===== config.mk =====
export PLATFORM = sky130hd
export DESIGN_NAME = mem_access_unit
export DESIGN_NICKNAME = d
export VERILOG_FILES = /design/src/rtl/mem_access_pkg.sv /design/src/rtl/mem_access_unit_load_extend.sv /design/src/rtl/mem_access_unit.sv
export SDC_FILE = /design/constraint.sdc
export NUM_CORES = 1
export LEC_CHECK = 0
export CORE_MARGIN = 8
export CORE_UTILIZATION = 30
export DETAILED_ROUTE_END_ITERATION = 10
export GPL_ROUTABILITY_DRIVEN = 0
export GPL_TIMING_DRIVEN = 0
export HOLD_SLACK_MARGIN = 0.12
export PLACE_DENSITY = 0.65
export SYNTH_ARGS = -nofsm -noshare
export SYNTH_HDL_FRONTEND = slang
export SYNTH_HIERARCHICAL = 1
export SYNTH_SLANG_ARGS = --single-unit

===== constraint.sdc =====
create_clock -name i_clk -period 2.5 [get_ports i_clk]
set_input_delay 0.625 -clock i_clk [delete_from_list [all_inputs] [get_ports i_clk]]
set_output_delay 0.625 -clock i_clk [all_outputs]
set_load 0.05 [all_outputs]

===== src/rtl/mem_access_pkg.sv =====
// Shared encodings for the memory-stage load/store unit: access sizes, write masks, FSM states.
// Pure declarations; no latency or flow control of its own.
package mem_access_pkg;

    localparam logic [1:0] SZ_WORD = 2'd0;
    localparam logic [1:0] SZ_BYTE = 2'd1;
    localparam logic [1:0] SZ_HALF = 2'd2;
    localparam logic [1:0] SZ_RSVD = 2'd3;

    localparam logic [3:0] WM_BYTE = 4'b0001;
    localparam logic [3:0] WM_HALF = 4'b0011;
    localparam logic [3:0] WM_WORD = 4'b1111;

    localparam int TIMEOUT_DEFAULT = 16;
    localparam int CNT_W_DEFAULT   = $clog2(TIMEOUT_DEFAULT);

    typedef enum logic [1:0] {
        ST_IDLE = 2'd0,
        ST_REQ  = 2'd1,
        ST_DONE = 2'd2
    } state_t;

endpackage


===== src/rtl/mem_access_unit_load_extend.sv =====
// Load lane select plus sign/zero extension from a little-endian bus word.
// Purely combinational, zero latency; no flow control.
module load_extend
    import mem_access_pkg::*;
(
    input  logic [31:0] i_rdata,
    input  logic [1:0]  i_addr_lo,
    input  logic [1:0]  i_size,
    input  logic        i_unsigned,
    output logic [31:0] o_data
);

    logic [7:0]  w_byte;
    logic [15:0] w_half;

    always_comb begin
        w_byte = i_rdata[7:0];
        case (i_addr_lo)
            2'd0: w_byte = i_rdata[7:0];
            2'd1: w_byte = i_rdata[15:8];
            2'd2: w_byte = i_rdata[23:16];
            2'd3: w_byte = i_rdata[31:24];
            default: w_byte = i_rdata[7:0];
        endcase
        w_half = i_addr_lo[1] ? i_rdata[31:16] : i_rdata[15:0];

        case (i_size)
            SZ_BYTE: o_data = {{24{~i_unsigned & w_byte[7]}}, w_byte};
            SZ_HALF: o_data = {{16{~i_unsigned & w_half[15]}}, w_half};
            default: o_data = i_rdata;
        endcase
    end

endmodule


===== src/rtl/mem_access_unit.sv =====
// Memory-stage load/store unit: aligns/replicates stores, extends loads, watchdogs a word-wide bus.
// Latency 2 cycles plus bus wait states (1 for rejected requests); stalls upstream while in flight.
module mem_access_unit
    import mem_access_pkg::*;
#(
    parameter int TIMEOUT_CYCLES = TIMEOUT_DEFAULT
) (
    input  logic        i_clk,
    input  logic        i_rst_n,
    input  logic        i_op_valid,
    input  logic [3:0]  i_mem_write,
    input  logic [1:0]  i_mem_read,
    input  logic        i_mem_to_reg,
    input  logic        i_load_unsigned,
    input  logic [31:0] i_addr,
    input  logic [31:0] i_store_data,
    output logic        o_stall,
    output logic        o_done,
    output logic [31:0] o_load_data,
    output logic        o_align_err,
    output logic        o_bus_err,
    output logic        o_bus_req,
    output logic        o_bus_we,
    output logic [3:0]  o_bus_be,
    output logic [29:0] o_bus_addr,
    output logic [31:0] o_bus_wdata,
    input  logic [31:0] i_bus_rdata,
    input  logic        i_bus_ack
);

    localparam int               CNT_W    = $clog2(TIMEOUT_CYCLES);
    localparam logic [CNT_W-1:0] CNT_LAST = CNT_W'(TIMEOUT_CYCLES - 1);

    state_t           r_state;
    logic [CNT_W-1:0] r_cnt;
    logic             r_done;
    logic             r_align_err;
    logic             r_bus_err;
    logic             r_bus_req;
    logic             r_bus_we;
    logic [3:0]       r_bus_be;
    logic [29:0]      r_bus_addr;
    logic [31:0]      r_bus_wdata;
    logic [31:0]      r_load_data;

    logic             w_req;
    logic [1:0]       w_size;
    logic             w_mask_ok;
    logic             w_illegal;
    logic [3:0]       w_be;
    logic [31:0]      w_wdata;
    logic [31:0]      w_ext;

    assign w_req = i_op_valid & (i_mem_to_reg | (|i_mem_write));

    // Loads take their size from mem_read, stores from the write mask.
    always_comb begin
        w_size    = SZ_WORD;
        w_mask_ok = 1'b1;
        if (i_mem_to_reg) begin
            w_size = i_mem_read;
        end else begin
            case (i_mem_write)
                WM_BYTE: w_size = SZ_BYTE;
                WM_HALF: w_size = SZ_HALF;
                WM_WORD: w_size = SZ_WORD;
                default: w_mask_ok = 1'b0;
            endcase
        end

        w_illegal = (i_mem_to_reg & (|i_mem_write))
                  | (i_mem_to_reg & (i_mem_read == SZ_RSVD))
                  | ~w_mask_ok
                  | ((w_size == SZ_HALF) & i_addr[0])
                  | ((w_size == SZ_WORD) & (|i_addr[1:0]));

        case (w_size)
            SZ_BYTE: begin
                w_be    = 4'b0001 << i_addr[1:0];
                w_wdata = {4{i_store_data[7:0]}};
            end
            SZ_HALF: begin
                w_be    = 4'b0011 << {i_addr[1], 1'b0};
                w_wdata = {2{i_store_data[15:0]}};
            end
            default: begin
                w_be    = 4'b1111;
                w_wdata = i_store_data;
            end
        endcase
    end

    load_extend u_load_extend (
        .i_rdata    (i_bus_rdata),
        .i_addr_lo  (i_addr[1:0]),
        .i_size     (w_size),
        .i_unsigned (i_load_unsigned),
        .o_data     (w_ext)
    );

    always_ff @(posedge i_clk or negedge i_rst_n) begin
        if (!i_rst_n) begin
            r_state     <= ST_IDLE;
            r_cnt       <= '0;
            r_done      <= 1'b0;
            r_align_err <= 1'b0;
            r_bus_err   <= 1'b0;
            r_bus_req   <= 1'b0;
            r_bus_we    <= 1'b0;
            r_bus_be    <= 4'b0000;
            r_bus_addr  <= '0;
            r_bus_wdata <= '0;
            r_load_data <= '0;
        end else begin
            r_done      <= 1'b0;
            r_align_err <= 1'b0;
            r_bus_err   <= 1'b0;
            case (r_state)
                ST_IDLE: begin
                    if (w_req) begin
                        if (w_illegal) begin
                            r_state     <= ST_DONE;
                            r_done      <= 1'b1;
                            r_align_err <= 1'b1;
                        end else begin
                            r_state     <= ST_REQ;
                            r_cnt       <= '0;
                            r_bus_req   <= 1'b1;
                            r_bus_we    <= ~i_mem_to_reg;
                            r_bus_be    <= w_be;
                            r_bus_addr  <= i_addr[31:2];
                            r_bus_wdata <= w_wdata;
                        end
                    end
                end
                ST_REQ: begin
                    // Ack is tested first so an ack in the last counted cycle beats the watchdog.
                    if (i_bus_ack) begin
                        r_state   <= ST_DONE;
                        r_bus_req <= 1'b0;
                        r_done    <= 1'b1;
                        if (i_mem_to_reg) begin
                            r_load_data <= w_ext;
                        end
                    end else if (r_cnt == CNT_LAST) begin
                        r_state     <= ST_DONE;
                        r_bus_req   <= 1'b0;
                        r_done      <= 1'b1;
                        r_bus_err   <= 1'b1;
                        r_load_data <= '0;
                    end else begin
                        r_cnt <= r_cnt + CNT_W'(1);
                    end
                end
                ST_DONE: r_state <= ST_IDLE;
                default: r_state <= ST_IDLE;
            endcase
        end
    end

    assign o_stall     = w_req & (r_state != ST_DONE);
    assign o_done      = r_done;
    assign o_load_data = r_load_data;
    assign o_align_err = r_align_err;
    assign o_bus_err   = r_bus_err;
    assign o_bus_req   = r_bus_req;
    assign o_bus_we    = r_bus_we;
    assign o_bus_be    = r_bus_be;
    assign o_bus_addr  = r_bus_addr;
    assign o_bus_wdata = r_bus_wdata;

endmodule


==> results of run 1 <==
## routing by layer
metal,wire length [µm],track usage (%)
met5,0,0
met4,483,6.93
met3,1090,4.40
met2,9320,26.0
met1,8080,19.3
## sequential cells by signal, indices dropped and copies added, names as in the netlist
register	cells
o_align_err	1
o_bus_addr	30
o_bus_be	4
o_bus_err	1
o_bus_req	1
o_bus_wdata	32
o_bus_we	1
o_done	1
o_load_data	32
r_cnt	4
r_state	2
## worst paths after layout
path	endpoint	startpoint	slack [ns]
setup / recovery	o_bus_wdata[24]	i_mem_to_reg	-0.002
hold / removal	o_load_data[12]	i_rst_n	0.17
setup reg to reg	o_load_data[13]	r_cnt[0]	0.49
hold reg to reg	o_load_data[8]	o_load_data[8]	0.48
max in group asynchronous	o_bus_addr[16]	i_rst_n	1.64
min in group i_clk	o_load_data[8]	o_load_data[8]	0.48
## through the flow
step	setup TNS (ns)	hold slack [ns]	total power, mW
2_1_floorplan	-5.11	0.329	4.76
3_3_place_gp	-499.30	0.463	6.12
3_5_place_dp	-93.56	0.470	6.16
4_1_cts	-0.0322	0.172	7.70
5_1_grt	-0.174	0.184	8.02
6_report	-0.00544	0.166	7.67
## logic make-up after synthesis
kind of cell	after synthesis	synth area share [%]
and+or+nand+nor	150	11.7
AOI/OAI and AO/OA	143	17.0
DFF	109	48.5
muxes	79	15.8
buffers and inverters	60	5.61
adders and majority gates	6	1.34
## synthesized netlist by cell type, drive strengths merged, types with 5 or more instances
master	instances
nand2	93
o22ai	14
buf	20
clkbuf	20
nor2b	16
nand3	5
dfrtp	109
a22oi	15
nor2	18
inv	20
ha	6
nand2b	5
mux2i	5
o2bb2ai	7
a21oi	44
o21ai	40
mux2	74
a22o	9
## layout by cell type (no fill, tap or decap), types with 7 or more instances in the layout
| cell type | instances |
|---|---|
| clkdlybuf4s50_1 | 202 |
| dfrtp_1 | 109 |
| nand2_1 | 93 |
| mux2_2 | 65 |
| a21oi_1 | 31 |
| o21ai_0 | 30 |
| inv_1 | 18 |
| nor2_1 | 16 |
| nor2b_1 | 15 |
| a22oi_1 | 15 |
| o22ai_1 | 13 |
| clkbuf_16 | 12 |
| clkbuf_1 | 11 |
| a21oi_2 | 11 |
| buf_12 | 10 |
| a22o_1 | 9 |
| mux2_4 | 9 |
| buf_4 | 8 |
| o21ai_1 | 7 |
| clkbuf_2 | 7 |
| o2bb2ai_1 | 7 |
## timing repair
action | CTS | global route
endpoints found under the setup margin | 105 | 99
setup buffers | 3 | 4
gates resized for setup | 37 | 62
pin swaps | 5 | 4
cloned | 0 | 3
## power groups by stage
stage,logic [mW],clock network [mW],registers [mW]
floorplan,0.760,0,4.00
CTS,3.71,1.54,2.45
detailed placement,3.68,0,2.48
finish,3.74,1.48,2.45
global placement,3.66,0,2.46
global route,3.91,1.59,2.51
## layout make-up
cell class / instances / area share, %
Antenna cell: 1 / 0.0286
Buffer: 38 / 3.77
Clock buffer: 9 / 2.58
Clock inverter: 6 / 0.817
Inverter: 20 / 0.859
Multi-Input combinational cell: 378 / 31.4
Sequential cell: 109 / 31.2
Tap cell: 234 / 3.35
Timing Repair Buffer: 221 / 26.0
==> flow_metrics.env, run 1 <==
export IMPL_grt_max_degree=74
export IMPL_initial_core_util_pct=30.3
export IMPL_drv_cap=0
export IMPL_clock_latency_ns=0.36
export IMPL_synth_async_reset_ratio_pct=100
export IMPL_fin_ws_ns=-0.00237
export IMPL_pwr_share_seq_pct=31.9
export IMPL_status="complete, but fails checks"
export IMPL_ant_nets=0
export IMPL_rows=50
export IMPL_critPathBufInv=3
export IMPL_die_area_um2=23400
export IMPL_ys_flop_type="dfrtp_1"
export IMPL_fillCellCount=1773
export IMPL_wl_per_cell_um=18.7
export IMPL_area_growth_pct=55.3
export IMPL_die_h_um=153
export IMPL_slowest_stage="o41a_1"
export IMPL_syn_num_nets=661
export IMPL_stdcell_area_um2=8730
export IMPL_via_count=4995
export IMPL_htree_levels=3
export IMPL_multi_input_area_um2=2740
export IMPL_clockBufferDepth=2
export IMPL_synth_edf_count=0
export IMPL_path_class="in2reg"
export IMPL_wirelength_um=19000
export IMPL_hold_class="in2async"
export IMPL_combPwrFrac_pct=48.8
export IMPL_num_nets_final=891
export IMPL_slowest_delay_ns=0.48
export IMPL_switching_share_pct=42.7
export IMPL_drc_errors=0
export IMPL_period_minus_slack_ns=2.50
export IMPL_core_um2=18600
export IMPL_grt_setup_unrepaired="true"
export IMPL_clock_sinks=109
export IMPL_max_vdd_ir_drop_mv=0.499
export IMPL_setup_viol=3
export IMPL_crit_required_ns=2.75
export IMPL_grt_pass1_vias=5101
export IMPL_slew_violations=0
export IMPL_worstPathArrival_ns=2.75
export IMPL_chipWidth_um=153
export IMPL_finalCoreUtilization_pct=47.0
export IMPL_synth_top_cell_area_share_pct=48.5
export IMPL_synth_largest_area_cell="dfrtp_1"
export IMPL_crit_cells=9
export IMPL_yosys_cell_types_count=47
export IMPL_min_period_over_period_pct=100
export IMPL_worst_pin_slew_ns=0.608
export IMPL_setup_worst_path_start_class="primary input"
export IMPL_grt_pass1_wl_um=29200
export IMPL_placed_cells=992
export IMPL_dpl_hpwl_um=14200
export IMPL_cp_end_kind="flop"
export IMPL_drt_initial_drc_count=359
export IMPL_ios=212
export IMPL_grt_ovfl_total=0
export IMPL_post_place_ws_ns=-1.03
export IMPL_synthTopCellsByArea="dfrtp_1, mux2_2, nand2_1"
export IMPL_yosysWarnings=6
export IMPL_pwr_share_clk_pct=19.3
export IMPL_port_buffers=210
export IMPL_regArea_um2=2730
export IMPL_antenna_found_initial=1
export IMPL_cp_top_family="compound AO/OA/AOI/OAI gates"
export IMPL_dpl_instance_area_um2=8070
export IMPL_reg2reg_depth=6
export IMPL_crit_fanout=10
export IMPL_p_sw_mw=3.27
export IMPL_synthCells=547
export IMPL_power_density_nw_per_um2=878
export IMPL_maxSlewHeadroom_pct=59.4
export IMPL_ctsHoldBuffers=0
export IMPL_cts_buffers=9
export IMPL_clock_skew_ns=0.0117
export IMPL_tritoncts="yes"
export IMPL_final_cells=1016
export IMPL_layout_drive_gt1_share_pct=21.8
export IMPL_clk_pin_slew_ns=0.08
export IMPL_grtUsageTotal_pct=15.9
export IMPL_dr_pass1_iters=5
export IMPL_syn_area_um2=5620
export IMPL_synth_seq_cells=109
export IMPL_root_buffer="clkbuf_16"
export IMPL_ys_seq_area_share_pct=48.5
export IMPL_hold_viol=0
export IMPL_internal_power_mw=4.40
export IMPL_violations="setup timing"
export IMPL_path_cells="buf_12 -> o41a_1 -> ha_2 -> a21oi_4 -> a21oi_4 -> a211oi_4 -> clkbuf_16 -> clkbuf_16 -> mux2_2"
export IMPL_syn_avg_cell_area_um2=10.3
export IMPL_fmax_mhz=400
export IMPL_vias_per_cell=4.92
export IMPL_p_leak_nw=3.62
No activity file was read; power rests on OpenSTA's default activity.
==> run 2, diff against run 1 <==
--- a/config.mk
+++ b/config.mk
@@ -10,7 +10,7 @@
 export DETAILED_ROUTE_END_ITERATION = 10
 export GPL_ROUTABILITY_DRIVEN = 0
 export GPL_TIMING_DRIVEN = 0
-export HOLD_SLACK_MARGIN = 0.12
+export HOLD_SLACK_MARGIN = 0.03
 export PLACE_DENSITY = 0.65
 export SYNTH_ARGS = -nofsm -noshare
 export SYNTH_HDL_FRONTEND = slang
==> results of run 2 <==
No change in the layout: final DEF, timing and power equal those of run 1.
==> run 3, diff against run 2 <==
--- a/config.mk
+++ b/config.mk
@@ -5,13 +5,15 @@
 export SDC_FILE = /design/constraint.sdc
 export NUM_CORES = 1
 export LEC_CHECK = 0
+export CELL_PAD_IN_SITES_DETAIL_PLACEMENT = 0
+export CELL_PAD_IN_SITES_GLOBAL_PLACEMENT = 1
 export CORE_MARGIN = 8
 export CORE_UTILIZATION = 30
 export DETAILED_ROUTE_END_ITERATION = 10
 export GPL_ROUTABILITY_DRIVEN = 0
 export GPL_TIMING_DRIVEN = 0
 export HOLD_SLACK_MARGIN = 0.03
-export PLACE_DENSITY = 0.65
+export PLACE_DENSITY = 0.81
 export SYNTH_ARGS = -nofsm -noshare
 export SYNTH_HDL_FRONTEND = slang
 export SYNTH_HIERARCHICAL = 1
==> flow_metrics.env, run 3 (same netlist as run 1, synthesis figures left out) <==
export IMPL_setup_viol=0
export IMPL_placed_cells=992
export IMPL_max_vdd_ir_drop_mv=0.447
export IMPL_path_cells="buf_4 -> o41a_1 -> ha_2 -> a21oi_4 -> a21oi_4 -> a211oi_4 -> buf_12 -> buf_12 -> buf_12 -> buf_12 -> mux2_2"
export IMPL_ios=212
export IMPL_period_minus_slack_ns=2.45
export IMPL_hold_class="in2async"
export IMPL_power_density_nw_per_um2=886
export IMPL_clock_skew_ns=0.0108
export IMPL_drc_errors=0
export IMPL_dpl_hpwl_um=14500
export IMPL_crit_cells=11
export IMPL_grt_max_degree=68
export IMPL_min_period_over_period_pct=98.0
export IMPL_htree_levels=3
export IMPL_r2r_start="r_cnt[0]"
export IMPL_rows=50
export IMPL_layout_common_cells="clkdlybuf4s50_1, dfrtp_1, nand2_1"
export IMPL_tritoncts="yes"
export IMPL_cp_end_kind="flop"
export IMPL_drv_cap=0
export IMPL_core_um2=18600
export IMPL_drt_initial_drc_count=235
export IMPL_fin_setup_tns_ns=0
export IMPL_wl_per_cell_um=18.6
export IMPL_grt_pass1_wl_um=29800
export IMPL_grt_pass1_vias=5111
export IMPL_crit_path_frequent_cell="buf_12"
export IMPL_ctsHoldBuffers=0
export IMPL_final_cells=1026
export IMPL_chipWidth_um=153
export IMPL_hold_viol=0
export IMPL_clk_pin_slew_ns=0.08
export IMPL_reg2reg_to="o_load_data[7]"
export IMPL_die_area_um2=23400
export IMPL_antenna_found_initial=2
export IMPL_setup_worst_path_start_class="primary input"
export IMPL_area_growth_pct=57.5
export IMPL_reg2reg_slack_ns=0.46
export IMPL_path_class="in2reg"
export IMPL_slowest_delay_ns=0.48
export IMPL_critPathBufInv=5
export IMPL_worst_pin_slew_ns=0.583
export IMPL_via_count=4930
export IMPL_power_mw=7.84
export IMPL_endpoint="o_bus_wdata[7]"
export IMPL_ant_nets=0
export IMPL_cp_top_family="compound AO/OA/AOI/OAI gates"
export IMPL_slew_violations=0
export IMPL_cts_buffers=9
export IMPL_stdcell_area_um2=8850
export IMPL_num_nets_final=899
export IMPL_fmax_mhz=408
export IMPL_grt_ovfl_total=0
export IMPL_p_leak_nw=3.69
export IMPL_worstPathArrival_ns=2.69
export IMPL_grt_setup_unrepaired="true"
export IMPL_wirelength_um=19100
export IMPL_grtUsageTotal_pct=16.1
export IMPL_initial_core_util_pct=30.3
export IMPL_crit_fanout=5
export IMPL_vias_per_cell=4.81
export IMPL_clock_latency_ns=0.36
export IMPL_crit_required_ns=2.74
export IMPL_clockBufferDepth=2
export IMPL_dr_pass1_iters=4
export IMPL_root_buffer="clkbuf_16"
export IMPL_worstSetupStartpoint="i_mem_write[3]"
export IMPL_maxSlewHeadroom_pct=61.0
export IMPL_status="completed"
export IMPL_final_common_cell="clkdlybuf4s50_1"
export IMPL_layout_drive_gt1_share_pct=21.9
export IMPL_port_buffers=210
export IMPL_slowest_stage="o41a_1"
export IMPL_die_h_um=153
export IMPL_finalCoreUtilization_pct=47.6
export IMPL_dpl_instance_area_um2=8070
export IMPL_clock_sinks=109
export IMPL_reg2reg_depth=6
## run 3: metrics by stage
step	setup WS, ns	hold slack (ns)
floorplan	-0.0794	0.329
global placement	-3.66	0.464
detailed placement	-1.02	0.474
CTS	0.00254	0.201
global route	-0.0106	0.222
finish	0.0495	0.193
## run 3: worst min-delay path by stage
stage | start | endpoint | slack (ns)
6_report | i_rst_n | o_load_data[9] | 0.19
5_1_grt | i_rst_n | o_load_data[9] | 0.22
4_1_cts | i_rst_n | o_bus_we | 0.20
3_5_place_dp | o_load_data[20] | o_load_data[20] | 0.47
3_3_place_gp | o_load_data[23] | o_load_data[23] | 0.46
2_1_floorplan | i_rst_n | o_align_err | 0.33
## run 3: power breakdown
group | leakage (nW) | internal, mW | switching (mW)
Sequential | 1.42 | 2.21 | 0.242
Clock | 0.168 | 0.948 | 0.700
Combinational | 2.11 | 1.41 | 2.33
## run 3: area by class of cell
type / instances / area, µm²
antenna: 2 / 5.00
buffer: 39 / 323
clock buffer: 11 / 253
clock inverter: 5 / 88.8
fill: 1716 / 9730
inverter: 20 / 75.1
multi-input combinational: 378 / 2710
sequential: 109 / 2730
tap: 234 / 293
timing repair buffer: 228 / 2380
## run 3: worst reg2reg max path, stage by stage (launching register included)
cell	delay, ns
dfrtp_1	0.41
ha_1	0.26
a31o_2	0.22
nand3_1	0.42
clkbuf_1	0.46
nand2_1	0.10
o21ai_0	0.09
## run 3: repair_timing
item | 4_1_cts | 5_1_grt
buffers inserted | 9 | 6
pin swaps | 4 | 2
setup endpoints to repair | 106 | 74
gates resized for setup | 61 | 32
gates cloned | 2 | 0
## run 3: layer usage
layer  track usage (%)  vias to the layer above  share of wire, %
met1              19.8                     2359                44
met2              25.7                      145                47
met3              3.98                       35               5.3
li1                  -                     2391                 -
met4              8.29                        0               3.7
met5                 0                        -                 0
